[config.mk]
export PLATFORM = sky130hd
export DESIGN_NAME = rgmii_tx_encoder
export DESIGN_NICKNAME = d
export VERILOG_FILES = /design/src/rtl/rgmii_pkg.sv /design/src/rtl/mii_nibble_timer.sv /design/src/rtl/rgmii_tx_encoder.sv
export SDC_FILE = /design/constraint.sdc
export NUM_CORES = 1
export LEC_CHECK = 0
export CORE_MARGIN = 10
export CORE_UTILIZATION = 40
export DETAILED_ROUTE_END_ITERATION = 8
export PLACE_DENSITY_LB_ADDON = 0.15
export SETUP_SLACK_MARGIN = 0.05
export SYNTH_ARGS = -nofsm -noshare
export SYNTH_HDL_FRONTEND = slang
export SYNTH_SLANG_ARGS = --single-unit
[constraint.sdc]
create_clock -name clk -period 2.6 [get_ports clk]
set_clock_uncertainty 0.05 [all_clocks]
set_input_delay 0.52 -clock clk [delete_from_list [all_inputs] [get_ports clk]]
set_output_delay 0.52 -clock clk [all_outputs]
set_load 0.01 [all_outputs]
[src/rtl/rgmii_pkg.sv]
// Shared types and defaults for the RGMII transmit encoder.
package rgmii_pkg;
  typedef enum logic [1:0] {IDLE = 2'd0, LOW_NIB = 2'd1, HIGH_NIB = 2'd2} nib_state_e;
  typedef enum logic {GMII = 1'b0, MII = 1'b1} mode_e;
  localparam int unsigned MII_DIV_DEFAULT = 5;
endpackage

[src/rtl/mii_nibble_timer.sv]
// Free-running nibble period counter for MII mode; also produces the forwarded clock level.
module mii_nibble_timer #(
  parameter int unsigned DIV = 5
) (
  input  logic clk,
  input  logic reset,
  input  logic enable,
  output logic wrap,
  output logic txc_level
);
  localparam logic [7:0] LAST = 8'(DIV - 1);
  localparam logic [7:0] HALF = 8'((DIV + 1) / 2);

  logic [7:0] cnt_q;
  logic [7:0] cnt_d;

  // next count: run 0..DIV-1 while enabled, park at zero otherwise
  always_comb begin
    cnt_d = 8'd0;
    if (enable && (cnt_q != LAST)) begin
      cnt_d = cnt_q + 8'd1;
    end else begin
      cnt_d = 8'd0;
    end
  end

  // counter register
  always_ff @(posedge clk or posedge reset) begin
    if (reset) begin
      cnt_q <= 8'd0;
    end else begin
      cnt_q <= cnt_d;
    end
  end

  assign wrap      = enable && (cnt_q == LAST);
  assign txc_level = (cnt_q < HALF);
endmodule

[src/rtl/rgmii_tx_encoder.sv]
// RGMII transmit encoder: byte-per-cycle GMII or nibble-serialised MII onto DDR output halves.
module rgmii_tx_encoder
  import rgmii_pkg::*;
#(
  parameter int unsigned MII_DIV = MII_DIV_DEFAULT
) (
  input  logic       clk,
  input  logic       reset,
  input  logic       mii_select,
  input  logic [7:0] rgmii_mac_tx_data,
  input  logic       rgmii_mac_tx_dv,
  input  logic       rgmii_mac_tx_er,
  output logic       rgmii_mac_tx_rdy,
  output logic [3:0] txd_rise,
  output logic [3:0] txd_fall,
  output logic       tx_ctl_rise,
  output logic       tx_ctl_fall,
  output logic       txc_rise,
  output logic       txc_fall
);
  mode_e      mode_q, mode_d;
  nib_state_e state_q, state_d;
  logic [7:0] byte_q, byte_d;
  logic       lat_dv_q, lat_dv_d;
  logic       lat_er_q, lat_er_d;
  logic       seen_dv_q, seen_dv_d;
  logic       run_q;
  logic [3:0] txd_rise_q, txd_rise_d;
  logic [3:0] txd_fall_q, txd_fall_d;
  logic       ctl_rise_q, ctl_rise_d;
  logic       ctl_fall_q, ctl_fall_d;
  logic       rdy_s;
  logic       wrap_s;
  logic       txc_level_s;
  logic       idle_s;

  mii_nibble_timer #(.DIV(MII_DIV)) u_timer (
    .clk       (clk),
    .reset     (reset),
    .enable    (mode_q == MII),
    .wrap      (wrap_s),
    .txc_level (txc_level_s)
  );

  // ready strobe; run_q keeps it low until the first edge after reset
  always_comb begin
    rdy_s = 1'b0;
    if (!run_q) begin
      rdy_s = 1'b0;
    end else if (mode_q == GMII) begin
      rdy_s = 1'b1;
    end else begin
      rdy_s = wrap_s && ((state_q == IDLE) || (state_q == HIGH_NIB));
    end
  end

  // frame sequencing, mode selection and next output values
  always_comb begin
    mode_d     = mode_q;
    state_d    = state_q;
    byte_d     = byte_q;
    lat_dv_d   = lat_dv_q;
    lat_er_d   = lat_er_q;
    seen_dv_d  = seen_dv_q;
    txd_rise_d = 4'd0;
    txd_fall_d = 4'd0;
    ctl_rise_d = 1'b0;
    ctl_fall_d = 1'b0;

    if (rdy_s) begin
      seen_dv_d = rgmii_mac_tx_dv;
    end else begin
      seen_dv_d = seen_dv_q;
    end

    // a frame starting in this very cycle pins the mode it started in
    idle_s = (state_q == IDLE) && !seen_dv_q;
    if (idle_s && !(rdy_s && rgmii_mac_tx_dv)) begin
      mode_d = mode_e'(mii_select);
    end else begin
      mode_d = mode_q;
    end

    case (state_q)
      IDLE: begin
        if ((mode_q == MII) && rdy_s && rgmii_mac_tx_dv) begin
          state_d  = LOW_NIB;
          byte_d   = rgmii_mac_tx_data;
          lat_dv_d = rgmii_mac_tx_dv;
          lat_er_d = rgmii_mac_tx_er;
        end else begin
          state_d = IDLE;
        end
      end
      LOW_NIB: begin
        if (wrap_s) begin
          state_d = HIGH_NIB;
        end else begin
          state_d = LOW_NIB;
        end
      end
      HIGH_NIB: begin
        if (rdy_s && rgmii_mac_tx_dv) begin
          state_d  = LOW_NIB;
          byte_d   = rgmii_mac_tx_data;
          lat_dv_d = rgmii_mac_tx_dv;
          lat_er_d = rgmii_mac_tx_er;
        end else if (rdy_s) begin
          state_d = IDLE;
        end else begin
          state_d = HIGH_NIB;
        end
      end
      default: state_d = IDLE;
    endcase

    if ((mode_q == GMII) && rdy_s) begin
      txd_rise_d = rgmii_mac_tx_data[3:0];
      txd_fall_d = rgmii_mac_tx_data[7:4];
      ctl_rise_d = rgmii_mac_tx_dv;
      ctl_fall_d = rgmii_mac_tx_dv ^ rgmii_mac_tx_er;
    end else if (mode_q == MII) begin
      case (state_d)
        LOW_NIB: begin
          txd_rise_d = byte_d[3:0];
          txd_fall_d = byte_d[3:0];
          ctl_rise_d = lat_dv_d;
          ctl_fall_d = lat_dv_d ^ lat_er_d;
        end
        HIGH_NIB: begin
          txd_rise_d = byte_d[7:4];
          txd_fall_d = byte_d[7:4];
          ctl_rise_d = lat_dv_d;
          ctl_fall_d = lat_dv_d ^ lat_er_d;
        end
        default: begin
          txd_rise_d = 4'd0;
          txd_fall_d = 4'd0;
          ctl_rise_d = 1'b0;
          ctl_fall_d = 1'b0;
        end
      endcase
    end else begin
      txd_rise_d = 4'd0;
      txd_fall_d = 4'd0;
    end
  end

  // state and output registers
  always_ff @(posedge clk or posedge reset) begin
    if (reset) begin
      mode_q     <= GMII;
      state_q    <= IDLE;
      byte_q     <= 8'd0;
      lat_dv_q   <= 1'b0;
      lat_er_q   <= 1'b0;
      seen_dv_q  <= 1'b0;
      run_q      <= 1'b0;
      txd_rise_q <= 4'd0;
      txd_fall_q <= 4'd0;
      ctl_rise_q <= 1'b0;
      ctl_fall_q <= 1'b0;
    end else begin
      mode_q     <= mode_d;
      state_q    <= state_d;
      byte_q     <= byte_d;
      lat_dv_q   <= lat_dv_d;
      lat_er_q   <= lat_er_d;
      seen_dv_q  <= seen_dv_d;
      run_q      <= 1'b1;
      txd_rise_q <= txd_rise_d;
      txd_fall_q <= txd_fall_d;
      ctl_rise_q <= ctl_rise_d;
      ctl_fall_q <= ctl_fall_d;
    end
  end

  assign rgmii_mac_tx_rdy = rdy_s;
  assign txd_rise         = txd_rise_q;
  assign txd_fall         = txd_fall_q;
  assign tx_ctl_rise      = ctl_rise_q;
  assign tx_ctl_fall      = ctl_fall_q;
  // GMII forwards a constant 1/0 pattern (a full clk period); reset leaves the mode at GMII
  assign txc_rise         = (mode_q == MII) ? txc_level_s : 1'b1;
  assign txc_fall         = (mode_q == MII) ? txc_level_s : 1'b0;
endmodule
* Word-level counts from Yosys, hierarchy flattened
Cells that the tools add are included.
Operators by class: add/subtract/negate cells 1, magnitude comparators 1, equality and inequality tests 6, muxes and demuxes 29, bitwise gates (word level) 3, reductions and logical operators 14
Operator list (number):
- two-way mux 8 bit | 3
- one-hot mux 8 bit (2 select lines) | 1
- two-way mux 1 bit | 15
- two-way mux 4 bit | 3
- logical AND 1 bit | 9
- adder 8 x 1 -> 8 bit (second input constant) | 1
- equality test 8 x 3 -> 1 bit (second input constant) | 1
- < comparator 8 x 2 -> 1 bit (second input constant) | 1
- != test 8 x 3 -> 1 bit (second input constant) | 1
- one-hot mux 4 bit (2 select lines) | 1
- two-way mux 2 bit | 3
- one-hot mux 2 bit (3 select lines) | 1
- equality test 2 x 1 -> 1 bit (second input constant) | 2
- equality test 2 bit (second input constant) | 2
- one-hot mux 1 bit (2 select lines) | 2
- zero test 1 bit | 2
- zero test 2 bit | 1
- OR reduction 2 bit | 1
- bitwise XOR 1 bit | 2
- logical OR 1 bit | 1
- NOT 1 bit | 1
Word-level totals: register bits 33, input bits 13, logic and storage cells 66

* Longest topological paths before layout
word-level depth 14, mapped depth 14

* Cells and area by module
A second synthesis with hierarchy kept.
Second synthesis, totals: cells, all modules 161, area total of the unflattened synthesis 1747.9 µm²
Modules (own cells, without submodules):
- rgmii_tx_encoder | times used 1, cells an instance 112, area each 1280.0 µm², seq. area each 625.6 µm²
- mii_nibble_timer | times used 1, cells an instance 49, area each 467.9 µm², seq. area each 200.2 µm²

* Least setup slack after synthesis
OpenSTA, ideal clock, no wires.
kind flip-flop to flip-flop, from reg u_timer.cnt_q[0], to reg txd_fall_q[0] (netlist: txd_fall[0]), library setup time 0.066 ns, arrival time 2.807 ns, slack -0.323 ns, stages on the path, launching flop included 15, buffers on the path 1, clock period less this slack 2.923 ns, cells stage by stage dfrtp_1 -> inv_1 -> ha_1 -> nor4bb_4 -> nand2_1 -> nor2_1 -> a21oi_1 -> a221oi_1 -> ha_1 -> nor2b_1 -> and2_1 -> buf_1 -> nand2_1 -> o21ai_0 -> a221o_1
On the way: longest elaborated chain between the ends 13
RTL lines:
- start, declared | RTL line mii_nibble_timer.sv:14 | logic [7:0] cnt_q;
- start signal, assigned | RTL line mii_nibble_timer.sv:32 | cnt_q <= cnt_d;
- equality test 8 x 3 -> 1 bit (*) | RTL line mii_nibble_timer.sv:36 | assign wrap = enable && (cnt_q == LAST);
- logical AND 1 bit (*) | RTL line mii_nibble_timer.sv:36
- logical AND 1 bit | RTL line rgmii_tx_encoder.sv:53 | rdy_s = wrap_s && ((state_q == IDLE) || (state_q == HIGH_NIB));
- two-way mux 1 bit | RTL line rgmii_tx_encoder.sv:50 | end else if (mode_q == GMII) begin
- two-way mux 1 bit | RTL line rgmii_tx_encoder.sv:48 | if (!run_q) begin
- logical AND 1 bit (2 in series) | RTL line rgmii_tx_encoder.sv:86 | if ((mode_q == MII) && rdy_s && rgmii_mac_tx_dv) begin
- two-way mux 1 bit | RTL line rgmii_tx_encoder.sv:86
- one-hot mux 2 bit (3 select lines) (*) | RTL line rgmii_tx_encoder.sv:84 | case (state_q)
- net state_d[0] | RTL line rgmii_tx_encoder.sv:22 | nib_state_e state_q, state_d;
- equality test 2 bit or equality test 2 x 1 -> 1 bit (tied branches) | RTL line rgmii_tx_encoder.sv:123 | case (state_d)
- one-hot mux 4 bit (2 select lines) (*) | RTL line rgmii_tx_encoder.sv:123
- two-way mux 4 bit (*) | RTL line rgmii_tx_encoder.sv:122 | end else if (mode_q == MII) begin
- two-way mux 4 bit (*) | RTL line rgmii_tx_encoder.sv:117 | if ((mode_q == GMII) && rdy_s) begin
- net txd_fall_d[0] | RTL line rgmii_tx_encoder.sv:29 | logic [3:0] txd_fall_q, txd_fall_d;
- end signal, assigned | RTL line rgmii_tx_encoder.sv:172 | txd_fall_q <= txd_fall_d;
- end, declared | RTL line rgmii_tx_encoder.sv:29
The timed path passes the listed nets; every way through them passes the cells marked *. A chain may end at the register's enable or synchronous reset.

* Final worst setup path
from reg u_timer.cnt_q[1], to reg txd_fall_q[1] (netlist: txd_fall[1])
Same word-level chain as after synthesis.

==> impl_metrics.py <==
metrics = {
    "synthesis": {
        "ys_warn_count": 0,
        "yosys_most_used_dff": "dfrtp_1",
        "post-synth-top-count-cell": "dfrtp_1",
        "avgSynthCellArea_um2": 10.2,
        "ys_seq_elements": 33,
        "yosysUniqueCellTypes": 40,
        "async_reset_ff_frac": 1.00,
        "synthCells": 160,
        "syn-num-nets": 177,
        "ys_top_cells_by_area": "dfrtp_1, nand2_1, a221o_1",
        "synth_top_area_frac": 0.505,
        "synth_edf_count": 0,
        "synthTopCellsByCount": "dfrtp_1, nand2_1, nor2_1",
        "syn_area_um2": 1630,
        "yosys.area.top_type": "dfrtp_1",
        "ys_seq_area_frac": 0.505,
    },
    "worst_setup_path": {
        "path_buf_inv": 1,
        "slowest_delay_ps": 380,
        "required_ps": 2770,
        "setup.worst_path.end_class": "register",
        "path_max_fanout": 3,
        "cp_top_family": "simple AND/OR/NAND/NOR gates",
        "cp.arrival_ps": 2680,
        "crit_type": "reg2reg",
        "slowest_stage": "dfrtp_1",
        "worstSetupStartpointType": "register",
        "path_cells": "inv_1 -> ha_2 -> nor4bb_4 -> nand2_2 -> nor2_4 -> a21oi_4 -> a221oi_4 -> ha_4 -> or2_4 -> o31ai_4 -> a221o_1",
    },
    "grt": {
        "antenna_found_initial": 0,
        "grt_usage": 0.109,
        "grt_pass1_wl_mm": 6.45,
        "grt_max_degree": 34,
        "gr-total-overflow": 0,
        "grt_pass1_vias": 1398,
    },
    "final_layout": {
        "final_nets": 223,
        "syn_to_final_growth_pct": 40.5,
        "stdcell_area_um2": 2300,
        "drive_above_1_share": 0.271,
        "fin_cells": 257,
        "insertedDiodeCount": 0,
    },
    "routing": {
        "wl_met3_um": 219,
        "dr.pass1.iters": 4,
        "avgRoutedWirePerCell_um": 14.7,
        "drt_wl_total_mm": 3.77,
        "met1Wirelength_mm": 1.72,
        "top_layer": "met4",
        "drt-initial-drc-count": 72,
        "viasPerCell": 5.21,
        "vias": 1338,
        "drc": 0,
        "postRouteAntennaNets": 0,
        "dr_wl_met2_mm": 1.80,
    },
    "clock_network": {
        "path_clk_slew_ps": 60,
        "cts-buffers-inserted": 5,
        "clock_latency_ps": 280,
        "htree_levels": 2,
        "cts_buffer_depth": 2,
        "cts_root_buf": "clkbuf_8",
        "cts_sinks": 33,
        "cts_tree": "done",
        "holdBufCountCts": 0,
    },
    "timing": {
        "max_freq_mhz": 398,
        "fin_crit_sh": 0.967,
        "slew_viol_final": 0,
        "timing.final.ws_setup_ps": 84.5,
        "setup_viol": 0,
        "rsz0062_at_grt": "yes",
        "hold_viol": 0,
        "finalCriticalPeriod_ps": 2520,
    },
    "power": {
        "ir_worst_vdd_mv": 0.330,
        "swShare": 0.215,
        "power.internal_w": 0.000756,
        "seq_power_share": 0.549,
        "powerDensity_nw_per_um2": 419,
        "combPwrFrac": 0.078,
        "p_leak_nw": 1.03,
        "power.switching_w": 0.000207,
        "clkPwrFrac": 0.373,
    },
    "floorplanning": {
        "die_h_um": 83.9,
        "die-area_um2": 7040,
        "start_util": 0.411,
        "core_area_um2": 3970,
        "die_w_um": 83.9,
        "io_pins": 26,
        "rows": 23,
    },
    "place": {
        "portBuffers": 25,
        "place_congestion": 0.818,
        "dp.cells": 247,
        "dp.final_hpwl_mm": 2.76,
        "post-place-ws_ps": -203,
        "place_area_um2": 2110,
    },
    "min_path": {
        "hold_path_class": "reg2reg",
    },
    "run": {
        "drv_cap": 0,
    },
    "status": {
        "outcome": "complete, no violations",
    },
}
-- cell usage in the layout (no fill, tap or decap), types with 4 or more instances in the layout --
| cell type | n |
|---|---|
| a221o_1 | 7 |
| buf_4 | 18 |
| clkbuf_8 | 5 |
| clkdlybuf4s50_1 | 22 |
| dfrtp_1 | 33 |
| inv_1 | 4 |
| nand2_1 | 23 |
| nand2b_1 | 4 |
| nand3_1 | 5 |
| nand4_1 | 4 |
| nor2_1 | 11 |
| xor2_1 | 6 |
-- state kept, by name (all words and copies together) (netlist names) --
name / flops
txd_fall: 4
run_q: 1
seen_dv_q: 1
tx_ctl_rise: 1
mode_q: 1
byte_q: 8
lat_er_q: 1
tx_ctl_fall: 1
state_q: 2
lat_dv_q: 1
txd_rise: 4
u_timer.cnt_q: 8
-- what timing repair did --
action                     in CTS  in global routing
buffers inserted                1                  2
resized for setup               4                 24
setup endpoints to repair      10                 11
pin swaps                       3                  7
-- kinds of logic (layout without fill, tap and decap cells) --
family,Yosys count,in the layout,synth area share
AND/OR/NAND/NOR,72,72,0.228
flip-flops,33,33,0.505
AO/OA/AOI/OAI,28,28,0.122
buffers and inverters,10,57,0.0329
XOR/XNOR,7,7,0.0375
multiplexers,5,5,0.0413
adder cells (fa/ha/maj),4,4,0.0306
other,1,1,0.00229
-- path summary, 6_finish.rpt --
kind / slack [ps] / depth (start not counted) / endpoint / from
min in group asynchronous: 590 / 3 / txd_fall[0]$_DFF_PP0_ / reset
setup reg to reg: 80 / 11 / txd_fall[1]$_DFF_PP0_ / u_timer.cnt_q[1]$_DFF_PP0_
hold reg to reg: 450 / 2 / byte_q[0]$_DFF_PP0_ / byte_q[0]$_DFF_PP0_
max in group asynchronous: 1610 / 3 / tx_ctl_fall$_DFF_PP0_ / reset
hold / removal: 450 / 2 / byte_q[0]$_DFF_PP0_ / byte_q[0]$_DFF_PP0_
setup / recovery: 80 / 11 / txd_fall[1]$_DFF_PP0_ / u_timer.cnt_q[1]$_DFF_PP0_
-- final cells by class --
class,instances,area (µm²)
fill,324,1680
multi-input combinational,117,908
sequential,33,826
timing repair buffer,45,404
clock buffer,8,80.1
tap,50,62.6
inverter,4,15.0
-- worst register-to-register path: cells and delay by family (launching register included) --
family,cells,cell delay (ps)
buffers and inverters,1,60
AOI/OAI and AO/OA,4,760
DFF,1,380
and+or+nand+nor,4,790
adders and majority gates,2,420
-- per-stage QoR --
| stage | hold WS [ps] | utilization | TNS, ps | total power [W] |
|---|---|---|---|---|
| floorplan | 395 | - | 0 | 0.000564 |
| global route | 463 | 0.578 | -649 | 0.00100 |
| detailed placement | 423 | 0.531 | -1430 | 0.000614 |
| finish | 446 | 0.578 | 0 | 0.000962 |
| global placement | 407 | 0.531 | -976 | 0.000613 |
| CTS | 439 | 0.554 | 0 | 0.000973 |
-- power groups by stage --
stage | sequential [W] | clock [W] | combinational [W]
2_1_floorplan | 0.000541 | 0 | 0.0000229
3_3_place_gp | 0.000537 | 0 | 0.0000761
3_5_place_dp | 0.000537 | 0 | 0.0000766
4_1_cts | 0.000528 | 0.000368 | 0.0000762
5_1_grt | 0.000529 | 0.000391 | 0.0000831
6_report | 0.000528 | 0.000359 | 0.0000750
-- metal layers --
layer  track usage  up-vias
li1              -      649
met1         0.137      657
met2         0.164       28
met3        0.0430        4
met4        0.0365        0
met5             0        -
Power figures use the tool's default switching activity.
